[src/rtl/seven_seg_scan.sv]
// Time-multiplexed driver for a common-anode seven-segment display with a double-buffered value.
// Optional leading-zero blanking is enabled by defining SEVEN_SEG_SCAN_LZ_BLANK_EN.
module seven_seg_scan #(
  parameter int DIGITS      = 4,
  parameter int REFRESH_DIV = 100000
) (
  input  logic                clk,
  input  logic                reset,
  input  logic                load,
  input  logic [4*DIGITS-1:0] hex_in,
  input  logic [DIGITS-1:0]   dp_in,
  input  logic [DIGITS-1:0]   blank_in,
  output logic [DIGITS-1:0]   an,
  output logic [7:0]          segment,
  output logic                frame_tick,
  output logic                pending
);

  localparam int CNT_W = $clog2(REFRESH_DIV);
  localparam int IDX_W = (DIGITS > 1) ? $clog2(DIGITS) : 1;
  localparam logic [CNT_W-1:0] CNT_MAX = CNT_W'(REFRESH_DIV - 1);
  localparam logic [IDX_W-1:0] IDX_MAX = IDX_W'(DIGITS - 1);

  logic [CNT_W-1:0]    cnt;
  logic [IDX_W-1:0]    idx;
  logic [4*DIGITS-1:0] shadow_hex;
  logic [DIGITS-1:0]   shadow_dp;
  logic [4*DIGITS-1:0] disp_hex;
  logic [DIGITS-1:0]   disp_dp;

  logic                slot_end;
  logic                boundary;
  logic [IDX_W-1:0]    idx_nxt;
  logic [4*DIGITS-1:0] disp_hex_nxt;
  logic [DIGITS-1:0]   disp_dp_nxt;
  logic [DIGITS-1:0]   dark;
  logic [DIGITS-1:0]   onehot;
  logic [3:0]          nibble;
  logic [DIGITS-1:0]   an_nxt;
  logic [7:0]          seg_nxt;

  // Active-low G..A pattern for one hex nibble.
  function automatic logic [6:0] decode(input logic [3:0] v);
    case (v)
      4'h0:    decode = 7'b1000000;
      4'h1:    decode = 7'b1111001;
      4'h2:    decode = 7'b0100100;
      4'h3:    decode = 7'b0110000;
      4'h4:    decode = 7'b0011001;
      4'h5:    decode = 7'b0010010;
      4'h6:    decode = 7'b0000010;
      4'h7:    decode = 7'b1111000;
      4'h8:    decode = 7'b0000000;
      4'h9:    decode = 7'b0010000;
      4'hA:    decode = 7'b0001000;
      4'hB:    decode = 7'b0000011;
      4'hC:    decode = 7'b1000110;
      4'hD:    decode = 7'b0100001;
      4'hE:    decode = 7'b0000110;
      default: decode = 7'b0001110;
    endcase
  endfunction

`ifdef SEVEN_SEG_SCAN_LZ_BLANK_EN
  // Digit k>0 goes dark while it and every digit above it are zero, unless its DP is lit.
  function automatic logic [DIGITS-1:0] lz_mask(input logic [4*DIGITS-1:0] hex,
                                                input logic [DIGITS-1:0]   dp);
    logic run;
    lz_mask = '0;
    run     = 1'b1;
    for (int k = DIGITS - 1; k > 0; k--) begin
      run        = run & (hex[k*4 +: 4] == 4'h0);
      lz_mask[k] = run & ~dp[k];
    end
  endfunction
`endif

  assign slot_end = (cnt == CNT_MAX);
  assign boundary = slot_end && (idx == IDX_MAX);

  // Outputs are computed from next-state index and display so they move on the same edge.
  always_comb begin
    idx_nxt = idx;
    if (slot_end) idx_nxt = (idx == IDX_MAX) ? '0 : idx + 1'b1;

    disp_hex_nxt = disp_hex;
    disp_dp_nxt  = disp_dp;
    if (boundary) begin
      if (load) begin
        disp_hex_nxt = hex_in;
        disp_dp_nxt  = dp_in;
      end else if (pending) begin
        disp_hex_nxt = shadow_hex;
        disp_dp_nxt  = shadow_dp;
      end
    end

`ifdef SEVEN_SEG_SCAN_LZ_BLANK_EN
    dark = blank_in | lz_mask(disp_hex_nxt, disp_dp_nxt);
`else
    dark = blank_in;
`endif

    onehot          = '0;
    onehot[idx_nxt] = 1'b1;
    nibble          = disp_hex_nxt[{idx_nxt, 2'b00} +: 4];
    if (dark[idx_nxt]) begin
      an_nxt  = '1;
      seg_nxt = 8'hFF;
    end else begin
      an_nxt  = ~onehot;
      seg_nxt = {~disp_dp_nxt[idx_nxt], decode(nibble)};
    end
  end

  always_ff @(posedge clk or posedge reset) begin
    if (reset) begin
      cnt        <= '0;
      idx        <= '0;
      shadow_hex <= '0;
      shadow_dp  <= '0;
      disp_hex   <= '0;
      disp_dp    <= '0;
      pending    <= 1'b0;
      frame_tick <= 1'b0;
      an         <= '1;
      segment    <= 8'hFF;
    end else begin
      cnt <= slot_end ? '0 : cnt + 1'b1;
      idx <= idx_nxt;
      if (load) begin
        shadow_hex <= hex_in;
        shadow_dp  <= dp_in;
      end
      disp_hex   <= disp_hex_nxt;
      disp_dp    <= disp_dp_nxt;
      // A load on the boundary cycle goes straight to the display, so nothing is left pending.
      pending    <= boundary ? 1'b0 : (load ? 1'b1 : pending);
      frame_tick <= boundary;
      an         <= an_nxt;
      segment    <= seg_nxt;
    end
  end

endmodule

[config.mk]
export PLATFORM = sky130hd
export DESIGN_NAME = seven_seg_scan
export DESIGN_NICKNAME = d
export VERILOG_FILES = /design/src/rtl/seven_seg_scan.sv
export SDC_FILE = /design/constraint.sdc
export NUM_CORES = 1
export LEC_CHECK = 0
export CAP_MARGIN = 15
export CORE_MARGIN = 2
export CORE_UTILIZATION = 55
export CTS_BUF_LIST = sky130_fd_sc_hd__clkbuf_16
export CTS_CLUSTER_SIZE = 8
export DETAILED_ROUTE_END_ITERATION = 8
export HOLD_SLACK_MARGIN = 0.08
export PLACE_DENSITY_LB_ADDON = 0.12
export SKIP_CTS_REPAIR_TIMING = 1
export SYNTH_ARGS = -nofsm -noshare
export SYNTH_HDL_FRONTEND = slang
export SYNTH_SLANG_ARGS = --single-unit
[constraint.sdc]
create_clock -name clk -period 4.4 [get_ports clk]
set_input_delay 0.88 -clock clk [delete_from_list [all_inputs] [get_ports clk]]
set_output_delay 0.88 -clock clk [all_outputs]
set_load 0.01 [all_outputs]
## After elaboration in Yosys (flattened, before gate mapping)

Memories as Yosys holds them, arrays and structs flattened.
Cells that the tools add are included.
Widths: inputs -> output; s select.

| word-level totals | value |
|---|---|
| bits in registers | 73 |
| bits in read-only memories | 112 |
| bits of input ports | 27 |
| output and inout bits | 14 |
| word-level logic and storage cells | 42 |
| memories kept | 1 |

Memories:

| name | depth | width | read ports | clocked after memory_dff | wr ports | line | RTL |
|---|---|---|---|---|---|---|---|
| (no name shown) | 16 | 7 | 1 | 0 | 0 | 44 | `case (v)` |

| operators by class | value |
|---|---|
| $add $sub $neg | 2 |
| order comparisons | 2 |
| equal/unequal tests | 2 |
| shifts and indexed selects | 1 |
| multiplexer cells | 19 |
| bitwise operators | 2 |
| reductions and logical operators | 3 |

Operators with widths:

| kind | count |
|---|---|
| $mux 16 | 3 |
| $add 17x1->17 const B | 1 |
| $eq 17x17->1 const B | 1 |
| $mux 17 | 1 |
| $mux 4 | 4 |
| $shiftx 16x5->4 | 1 |
| $mux 8 | 1 |
| $mux 1 | 5 |
| $bmux 1 s2 | 2 |
| $mux 2 | 2 |
| $not 4->4 | 1 |
| $lt 2x3->1 const B | 1 |
| $add 2x1->2 const B | 1 |
| $demux 1 s2 | 1 |
| $eq 2x2->1 const B | 1 |
| $ge 2x1->1 const B | 1 |
| $logic_and 1x1->1 | 2 |
| $reduce_bool 2->1 | 1 |
| $not 1->1 | 1 |

## Longest topological paths before layout

Gate-level depths: netlist (run 1).

| depth | value |
|---|---|
| word-level depth | 9 |
| mapped depth | 17 |
| depth with buffers taken out | 14 |

## Least setup slack after synthesis (run 1)

Ideal clock, no wire load.

| timing | value |
|---|---|
| path kind | reg2reg |
| from | register cnt[5] |
| to | register segment[3] |
| setup time | 87 ps |
| data arrival time | 3,246 ps |
| required time | 4,313 ps |
| slack | 1,067 ps |
| stages on the path, launching flop included | 13 |
| buffers on the path | 0 |
| clock period less this slack | 3,333 ps |
| cells stage by stage | dfrtp_1 -> or4b_4 -> nor4_4 -> mux2i_1 -> clkinv_2 -> nor2_1 -> a22oi_2 -> or3b_4 -> inv_1 -> ha_1 -> mux2_2 -> nor2_1 -> o21ai_1 |

| on the way | value |
|---|---|
| elaborated cells on any way between the ends | 9 |
| those cells by class | 1 x eq/ne; 1 x shift; 5 x mux; 1 x reduce/logical; 1 x memory |

RTL lines:

| element | line | RTL |
|---|---|---|
| start, declared | 24 | `logic [CNT_W-1:0] cnt;` |
| start signal, assigned | 129 | `cnt <= slot_end ? '0 : cnt + 1'b1;` |
| $eq 17x17->1 (*) | 78 | `assign slot_end = (cnt == CNT_MAX);` |
| $mux 2 (*) | 84 | `if (slot_end) idx_nxt = (idx == IDX_MAX) ? '0 : idx + 1'b1;` |
| net idx_nxt[1] | 33 | `logic [IDX_W-1:0] idx_nxt;` |
| $shiftx 16x5->4 or $bmux 1 s2 (tied branches) | 106, 107 |  |
| $mem_v2 16x7 or $mux 1 (tied branches) | - |  |
| $mux 8 (*) | 107 | `if (dark[idx_nxt]) begin` |
| net seg_nxt[3] | 40 | `logic [7:0] seg_nxt;` |
| end signal, assigned | 141 | `segment <= seg_nxt;` |
| end, declared | 14 | `output logic [7:0] segment,` |

Mark *: on every way through the listed nets, which the timed path passes. The rest lies on a longest branch. The select of a mux whose other input is x is not followed.
A chain may end at the register's enable or synchronous reset.

## Worst setup path after layout (run 1)

Ends and elaborated chain as after synthesis.

==> results_dict.tcl, run 1 <==
set metrics [dict create \
    place_inst 434 \
    arrival_ps 3890 \
    cts_tree "yes" \
    grt_pass1_vias 2542 \
    antenna_left 0 \
    layout.nets 403 \
    path_clk_slew_ps 50 \
    drive_above_1_share_pct 20.1 \
    cp_slowest_stage_delay_ps 580 \
    via_per_inst 5.81 \
    synth_cell_types 61 \
    syn_avg_cell_area_sq_um 11.0 \
    synth_top_area_share_pct 42.9 \
    cts_max_level 3 \
    finalHoldViolCount 0 \
    cp-start-kind "register" \
    synth_area_leaders "dfrtp_1 (43%), dfstp_2 (8.9%), mux2_2 (7.6%)" \
    pwr_density_cell_nw_per_um2 332 \
    critPathSlowestCell "or4b_4" \
    worstPathCellList "or4b_4 -> nor4_4 -> buf_4 -> mux2i_1 -> inv_1 -> nor2_1 -> a22oi_2 -> or3b_4 -> inv_1 -> ha_1 -> mux2_2 -> nor2_1 -> o21ai_1" \
    synthArstFlopShare_pct 100 \
    track_usage_pct 21.6 \
    die_height_um 84.4 \
    grt_max_degree 32 \
    antennaDiodeCount 0 \
    wl_mm 7.23 \
    hold_depth 1 \
    ys_seq_area_share_pct 51.8 \
    coreArea_sq_um 6310 \
    synth-edff-count 0 \
    drc 0 \
    cts.sinks 73 \
    crit_path_max_fanout 9 \
    worstSkewPairLatency_ps 330 \
    status "complete, no violations" \
    finalCoreUtilization_pct 67.9 \
    final_cell_mix "dfrtp_1 (61), nor2_1 (42), clkdlybuf4s50_1 (40)" \
    grt_pass1_wl_mm 12.1 \
    min_to "cnt[13]$_DFF_PP0_" \
    p_leak_nw 1.90 \
    r2r_slack_ps 750 \
    worstMarginPinSlew_ps 661 \
    hold_class "register to register" \
    die_area_sq_um 7130 \
    required_ps 4650 \
    clock-skew-final_ps 3.70 \
    area_growth_pct 20.4 \
    r2r_start "cnt[5]$_DFF_PP0_" \
    routabilityCongestion 0.833 \
    start_util_pct 56.4 \
    r2r_end "segment[3]$_DFF_PP1_" \
    end_kind "register" \
    setup_viol 0 \
    drt-pass1-iter-count 4 \
    yosysTopAreaCell "dfrtp_1" \
    period_minus_slack_ps 3650 \
    synth_warnings 0 \
    reg2regPathDepth 13 \
    drv_slew 0 \
    vias 2616 \
    fin_crit_sh_pct 82.9 \
    syn-num-nets 358 \
    yosys_most_used_dff "dfrtp_1" \
    final_cell_count_no_fill 450 \
    cts_root_buf "clkbuf_16" \
    wl_per_cell_um 16.1 \
    io_pins 41 \
    drt_iter0_markers 151 \
    grt_overflow 0 \
    ys_seq_elements 73 \
    antenna_found_initial 0 \
    place_hpwl_mm 5.09 \
    slew_headroom_pct 55.9 \
    min-delay-start "cnt[13]$_DFF_PP0_" \
    fmax_mhz 274 \
    maxCapViolCount 0 \
    vdd_ir_drop_max_mv 0.228 \
    worst-setup-path-type "register to register" \
    rows 29 \
    clockBufferDepth 2 \
    die_w_um 84.4 \
    netlist_area_sq_um 3560 \
    final_common_cell "dfrtp_1" \
    finalWorstSetupSlack_ps 750 \
    rsz0062_at_grt "no" \
    cts_buffers 9 \
    synthCells 323 \
    place_ws_ps 753 \
    setup_tns_ps 0 \
    io_buffers 40 \
]
## power breakdown
group | internal [W] | switching (W) | leakage, nW
Sequential | 0.000696 | 0.00000905 | 0.914
Clock | 0.000370 | 0.000259 | 0.136
Combinational | 0.0000479 | 0.0000391 | 0.854
Total | 0.00111 | 0.000307 | 1.90
## stage by stage
step,total power (W),cell area [sq um],hold slack (ps)
floorplan,0.000757,3560,449
global placement,0.000803,4030,470
detailed placement,0.000805,4030,480
CTS,0.00144,4280,490
global route,0.00147,4280,504
finish,0.00142,4280,491
## per-layer routing
metal  track usage (%)  share of wire, %  vias to the layer above
met1              29.2                47                     1293
li1                  -                 -                     1253
met4              7.07               1.5                        0
met5                 0                 0                        -
met2              33.9                47                       60
met3              6.10               4.7                       10
## critical path, delay by kind of cell, from the launching register on
family,cells,cell delay [ps]
AND/OR/NAND/NOR,5,1490
multiplexers,2,690
buffers and inverters,3,530
flip-flops,1,430
adder cells (fa/ha/maj),1,250
AO/OA/AOI/OAI,2,170
## Yosys cell counts (all sizes together) (2+ instances only)
cell type	n
nor2	43
a41oi	2
a21oi	6
nand3	15
and2	3
a22oi	5
a22o	2
o22ai	9
a32oi	4
o221a	7
nand4	2
a31oi	6
mux2i	3
mux2	25
inv	10
clkbuf	4
nand2	28
or2	2
buf	11
o21ai	6
or3	4
xor2	8
nand2b	2
o211ai	3
and3	3
dfrtp	61
xnor2	7
dfstp	12
ha	8
nor2b	2
nor4	3
## registers in the layout (all words and copies together), names as in the netlist, 2 cells and up
signal      count
shadow_hex     16
disp_hex       16
cnt            17
segment         8
shadow_dp       4
disp_dp         4
an              4
idx             2
## cells by family after synthesis
family	after synthesis	synth area share [%]
xor gates and xnor gates	15	3.69
muxes	28	8.86
adders and majority gates	8	2.81
DFF	73	51.8
AOI/OAI and AO/OA	57	12.3
buffers and inverters	26	3.83
and+or+nand+nor	116	16.7
## worst max path at each step
stage	startpoint	to	slack, ps	depth (start not counted)
after floorplan	cnt[5]$_DFF_PP0_	segment[3]$_DFF_PP1_	1070	12
after global routing	cnt[5]$_DFF_PP0_	segment[6]$_DFF_PP1_	380	13
final	cnt[5]$_DFF_PP0_	segment[3]$_DFF_PP1_	750	13
after global placement	cnt[5]$_DFF_PP0_	segment[3]$_DFF_PP1_	840	13
after detailed placement	load	segment[3]$_DFF_PP1_	750	11
after CTS	cnt[5]$_DFF_PP0_	segment[3]$_DFF_PP1_	740	13
## cell type report
class                           count  area (sq um)
Clock inverter                      7          30.0
Clock buffer                        9           225
Timing Repair Buffer               49           468
Fill cell                         499          2030
Multi-Input combinational cell    224          1580
Inverter                           11          42.5
Sequential cell                    73          1840
Tap cell                           77          96.3
(Power assumes the default switching activity.)
==> inputs of run 2 (changes only) <==
- CORE_UTILIZATION: 55 -> 50
- clock period: 4.4 -> 3.1 ns (I/O delays scaled with it)
==> run 2 against run 1 <==
  * The run now ends with negative setup slack left
  * First-iteration DRC count increased by 6.0%
  * Combinational power is 48% higher
  * Cell count is 17% higher
  * Critical path depth grew 1
  * Worst setup slack lost 790 ps
  * Sequential power increased by 42%
  * Via count rose by 10%
  * Non-clock buffer count rose by 56
  * Largest cell class unchanged
==> results_dict.tcl, run 2 (synthesized netlist as in run 1, its figures left out) <==
set metrics [dict create \
    period_minus_slack_ps 3140 \
    pwr-share-clk_pct 52.4 \
    coreArea_sq_um 6830 \
    drt_iter0_markers 160 \
    vdd_ir_drop_max_mv 0.339 \
    place_inst 501 \
    final_cell_count_no_fill 525 \
    area_growth_pct 39.4 \
    path_clk_slew_ps 50 \
    fin_crit_sh_pct 101 \
    die_area_sq_um 7810 \
    place_hpwl_mm 6.13 \
    final_cell_mix "buf_4 (63), dfrtp_1 (61), nor2_1 (41)" \
    wl_per_cell_um 16.7 \
    status "finished, violations left" \
    antennaDiodeCount 0 \
    layout.nets 459 \
    cts_buffers 9 \
    finalWorstSetupSlack_ps -35.7 \
    drt-pass1-iter-count 4 \
    finalCoreUtilization_pct 72.6 \
    fillers 508 \
    grt_overflow 0 \
    setup_viol 2 \
    drv_slew 0 \
    via_per_inst 5.48 \
    r2r_slack_ps -40 \
    drc 0 \
    drive_above_1_share_pct 34.7 \
    clockBufferDepth 2 \
    cts_tree "yes" \
    end_kind "register" \
    worst-setup-path-type "register to register" \
    arrival_ps 3380 \
    antenna_left 0 \
    critical_path.startpoint "cnt[12]$_DFF_PP0_" \
    grt_max_degree 36 \
    start_util_pct 52.1 \
    io_buffers 40 \
    grt_pass1_vias 2846 \
    fmax_mhz 319 \
    r2r_start "cnt[12]$_DFF_PP0_" \
    crit_path_max_fanout 7 \
    antenna_found_initial 0 \
    reg_top3 "cnt (17), disp_hex (16), shadow_hex (16)" \
    die_height_um 88.4 \
    worstMarginPinSlew_ps 719 \
    reg2regPathDepth 14 \
    swShare_pct 19.2 \
    slew_headroom_pct 52.0 \
    cp-endpoint "segment[3]$_DFF_PP1_" \
    wl_mm 8.78 \
    r2r_end "segment[3]$_DFF_PP1_" \
    failed_checks "negative setup slack" \
    hold_class "register to register" \
    routabilityCongestion 0.857 \
    intPower_w 0.00192 \
    vias 2877 \
    io_pins 41 \
    grt_pass1_wl_mm 13.9 \
    cp-start-kind "register" \
    final_common_cell "buf_4" \
    comb_power_share_pct 5.4 \
    p_sw_w 0.000455 \
    die_w_um 88.4 \
    rsz0062_at_grt "yes" \
    required_ps 3340 \
    cts_root_buf "clkbuf_16" \
    rows 30 \
    finalHoldViolCount 0 \
    track_usage_pct 23.5 \
    largest_reg_flops 17 \
    cts_max_level 3 \
    worstPathCellList "or4b_4 -> nor4_4 -> buf_6 -> nand2_2 -> inv_2 -> buf_4 -> o22ai_2 -> nor4_1 -> or3b_4 -> inv_4 -> ha_2 -> mux2_2 -> nor2_1 -> o21ai_1" \
    cp_slowest_stage_delay_ps 560 \
    cts.sinks 73 \
    clock-skew-final_ps 6.18 \
    p_leak_nw 2.24 \
    maxCapViolCount 0 \
    p_seq_share_pct 42.2 \
    critPathSlowestCell "or4b_4" \
    max_flop_register "cnt" \
    pwr_density_cell_nw_per_um2 479 \
    worstSkewPairLatency_ps 330 \
]
-- run 2: cell types whose count changed in the layout (fill, tap and decap cells not counted), moves of 2 or more --
cell       previous run  this run
buf_4                 9        63
bufinv_16             0         4
clkinv_2              4         1
ha_1                  8         3
ha_2                  0         3
ha_4                  0         2
inv_1                10         6
inv_4                 0         2
nor2_4                0         2
o221a_4               1         3
-- run 2: power groups by stage --
stage          clock network, W  logic [W]  registers [W]
2_1_floorplan                 0  0.0000591        0.00102
3_3_place_gp                  0   0.000129        0.00102
3_5_place_dp                  0   0.000130        0.00102
4_1_cts                 0.00126   0.000131        0.00100
5_1_grt                 0.00130   0.000142        0.00100
6_report                0.00124   0.000129        0.00100
-- run 2: worst min path at each step --
stage,start,to,slack [ps],cells past startpoint
after floorplan,cnt[8]$_DFF_PP0_,cnt[8]$_DFF_PP0_,450,1
after global placement,shadow_dp[3]$_DFFE_PP0P_,shadow_dp[3]$_DFFE_PP0P_,480,1
after detailed placement,cnt[8]$_DFF_PP0_,cnt[8]$_DFF_PP0_,480,1
after CTS,cnt[8]$_DFF_PP0_,cnt[8]$_DFF_PP0_,490,1
after global routing,shadow_dp[3]$_DFFE_PP0P_,shadow_dp[3]$_DFFE_PP0P_,520,1
final,shadow_hex[7]$_DFFE_PP0P_,shadow_hex[7]$_DFFE_PP0P_,490,1
-- run 2: worst max-delay path: cells and delay by family (launching register included) --
family	cells	cell delay [ps]
AND/OR/NAND/NOR	6	1570
multiplexers	1	260
buffers and inverters	4	480
adder cells (fa/ha/maj)	1	200
AO/OA/AOI/OAI	2	150
flip-flops	1	380
-- run 2: stage by stage --
stage	hold WS, ps	power [W]	cell area [sq um]	setup TNS [ps]	setup slack, ps
floorplan	449	0.00108	3570	-255	-103
global placement	478	0.00115	4440	-67.2	-46.8
detailed placement	480	0.00115	4440	-431	-129
CTS	494	0.00239	4790	-696	-172
global route	520	0.00245	4960	-937	-182
finish	493	0.00237	4960	-56.1	-35.7
-- run 2: cell type report --
class	count	area, sq um	share of cell area, %
flip-flops and latches	73	1840	37.1
multi-input cells	224	1690	34.1
repair buffers	105	905	18.2
clock buffers	9	225	4.54
clock inverters	7	133	2.67
well taps	96	120	2.42
inverters	11	46.3	0.933
-- run 2: layer usage --
| layer | GRT usage (%) | wire [um] |
|---|---|---|
| met3 | 5.88 | 509 |
| met1 | 32.5 | 3930 |
| met2 | 36.8 | 4190 |
| met5 | 0 | 0 |
| met4 | 6.89 | 145 |
==> inputs of run 3 (changes only) <==
- PLACE_DENSITY: unset -> 0.75
- PLACE_DENSITY_LB_ADDON: 0.12 -> unset
==> run 3 against run 2 <==
  * The flow still finishes with violations (negative setup slack)
  * Cell count unchanged
  * Total power shrank 14%
  * Critical endpoint is now segment[6]$_DFF_PP1_
  * Sequential power is essentially flat
  * Via count rose by 0.90%
  * Combinational power about the same
  * First-iteration DRC count up 3.8%
  * Sequential share of layout area is 0.20 points higher
  * Wire length down 0.82%
  * Non-clock buffer count is the same
  * Clock skew increased by 1.4 ps
  * Largest power group is now sequential cells
  * Hold slack better by 12 ps
==> results_dict.tcl, run 3 (synthesized netlist as in run 1, its figures left out) <==
set metrics [dict create \
    comb_power_share_pct 6.5 \
    antenna_left 0 \
    period_minus_slack_ps 3260 \
    hold_class "register to register" \
    rsz0062_at_grt "yes" \
    clock-skew-final_ps 7.59 \
    grt_pass1_vias 2818 \
    cts.sinks 73 \
    rows 30 \
    drc 0 \
    swShare_pct 22.0 \
    end_kind "register" \
    finalWorstSetupSlack_ps -160 \
    antennaDiodeCount 0 \
    layout.nets 459 \
    start_util_pct 52.1 \
    worst-setup-path-type "register to register" \
    routabilityCongestion 0.914 \
    die_area_sq_um 7810 \
    io_pins 41 \
    worstMarginPinSlew_ps 522 \
    grt_overflow 0 \
    worstSkewPairLatency_ps 330 \
    via_per_inst 5.53 \
    cts_max_level 3 \
    intPower_w 0.00159 \
    coreArea_sq_um 6830 \
    p_seq_share_pct 49.2 \
    drv_slew 0 \
    pwr-share-clk_pct 44.3 \
    die_w_um 88.4 \
    cts_root_buf "clkbuf_16" \
    clockBufferDepth 2 \
    max_flop_register "cnt" \
    setup_viol 6 \
    finalCoreUtilization_pct 72.2 \
    antenna_found_initial 0 \
    vias 2903 \
    slew_headroom_pct 65.2 \
    r2r_end "segment[6]$_DFF_PP1_" \
    maxCapViolCount 0 \
    final_cell_mix "dfrtp_1 (61), buf_4 (56), clkdlybuf4s50_1 (40)" \
    r2r_slack_ps -160 \
    final_common_cell "dfrtp_1" \
    critical_path.startpoint "cnt[12]$_DFF_PP0_" \
    place_ws_ps -216 \
    grt_max_degree 36 \
    die_height_um 88.4 \
    crit_path_max_fanout 7 \
    r2r_start "cnt[12]$_DFF_PP0_" \
    drt_iter0_markers 166 \
    cp-start-kind "register" \
    drive_above_1_share_pct 35.2 \
    fmax_mhz 307 \
    p_sw_w 0.000448 \
    wl_mm 8.71 \
    track_usage_pct 22.6 \
    wl_per_cell_um 16.6 \
    grt_pass1_wl_mm 13.4 \
    status "finished, violations left" \
    area_growth_pct 38.7 \
    reg_top3 "cnt (17), disp_hex (16), shadow_hex (16)" \
    arrival_ps 3490 \
    vdd_ir_drop_max_mv 0.316 \
    hold_depth 1 \
    pwr_density_cell_nw_per_um2 412 \
    required_ps 3330 \
    io_buffers 40 \
    cts_tree "yes" \
    p_leak_nw 2.22 \
    drt-pass1-iter-count 4 \
    failed_checks "negative setup slack" \
    place_hpwl_mm 6.15 \
    finalHoldViolCount 0 \
    cp-endpoint "segment[6]$_DFF_PP1_" \
    largest_reg_flops 17 \
    fin_crit_sh_pct 105 \
    cts_buffers 9 \
    path_clk_slew_ps 50 \
    reg2regPathDepth 13 \
]
==> run 3: worst min-delay path by stage <==
stage	end	slack, ps	start
finish	shadow_hex[15]$_DFFE_PP0P_	510	shadow_hex[15]$_DFFE_PP0P_
global route	disp_hex[15]$_DFF_PP0_	520	disp_hex[15]$_DFF_PP0_
detailed placement	disp_dp[3]$_DFF_PP0_	490	disp_dp[3]$_DFF_PP0_
CTS	disp_dp[3]$_DFF_PP0_	500	disp_dp[3]$_DFF_PP0_
global placement	disp_dp[3]$_DFF_PP0_	480	disp_dp[3]$_DFF_PP0_
floorplan	cnt[8]$_DFF_PP0_	450	cnt[8]$_DFF_PP0_
==> run 3: worst max-delay path, stage by stage, from the launching register on <==
cell and delay (ps):
dfrtp_1 390, or4b_4 570, nor4_4 330, buf_12 170, buf_12 100, mux2i_4 220, buf_4 170, nor4_1 60
or3b_4 410, buf_6 150, ha_4 160, mux2_4 270, nand2_2 60, o311ai_2 100
==> run 3: cell type report <==
class                           instances  area (sq um)
Sequential cell                        73          1840
Tap cell                               96           120
Multi-Input combinational cell        224          1730
Clock inverter                          7          31.3
Timing Repair Buffer                  105           948
Fill cell                             487          1900
Inverter                               11          42.5
Clock buffer                            9           225
==> run 3: through the flow <==
stage          instance area, sq um  hold slack [ps]  instances  power (W)  TNS, ps
4_1_cts                        4730              505        519    0.00205    -1160
2_1_floorplan                  3570              449        323    0.00108     -255
3_3_place_gp                   4480              483        503    0.00115     -481
5_1_grt                        4930              524        525    0.00211    -1440
6_report                       4930              505        525    0.00204     -718
3_5_place_dp                   4480              493        503    0.00115    -1080
==> run 3: power groups by stage <==
stage,Combinational (W),Sequential [W],Clock [W]
final,0.000132,0.00100,0.000901
after global routing,0.000144,0.00100,0.000960
after CTS,0.000133,0.00100,0.000919
after detailed placement,0.000133,0.00102,0
after global placement,0.000130,0.00102,0
after floorplan,0.0000591,0.00102,0
==> run 3: per-layer routing <==
metal  vias up  track usage, %  part of all wire, %  routed length (um)
li1       1358               -                    -                   -
met1      1438            31.8                   46                4030
met2        88            34.0                   46                4050
met3        19            5.32                  5.3                 461
met4         0            9.23                  1.9                 168
met5         -               0                    0                   0
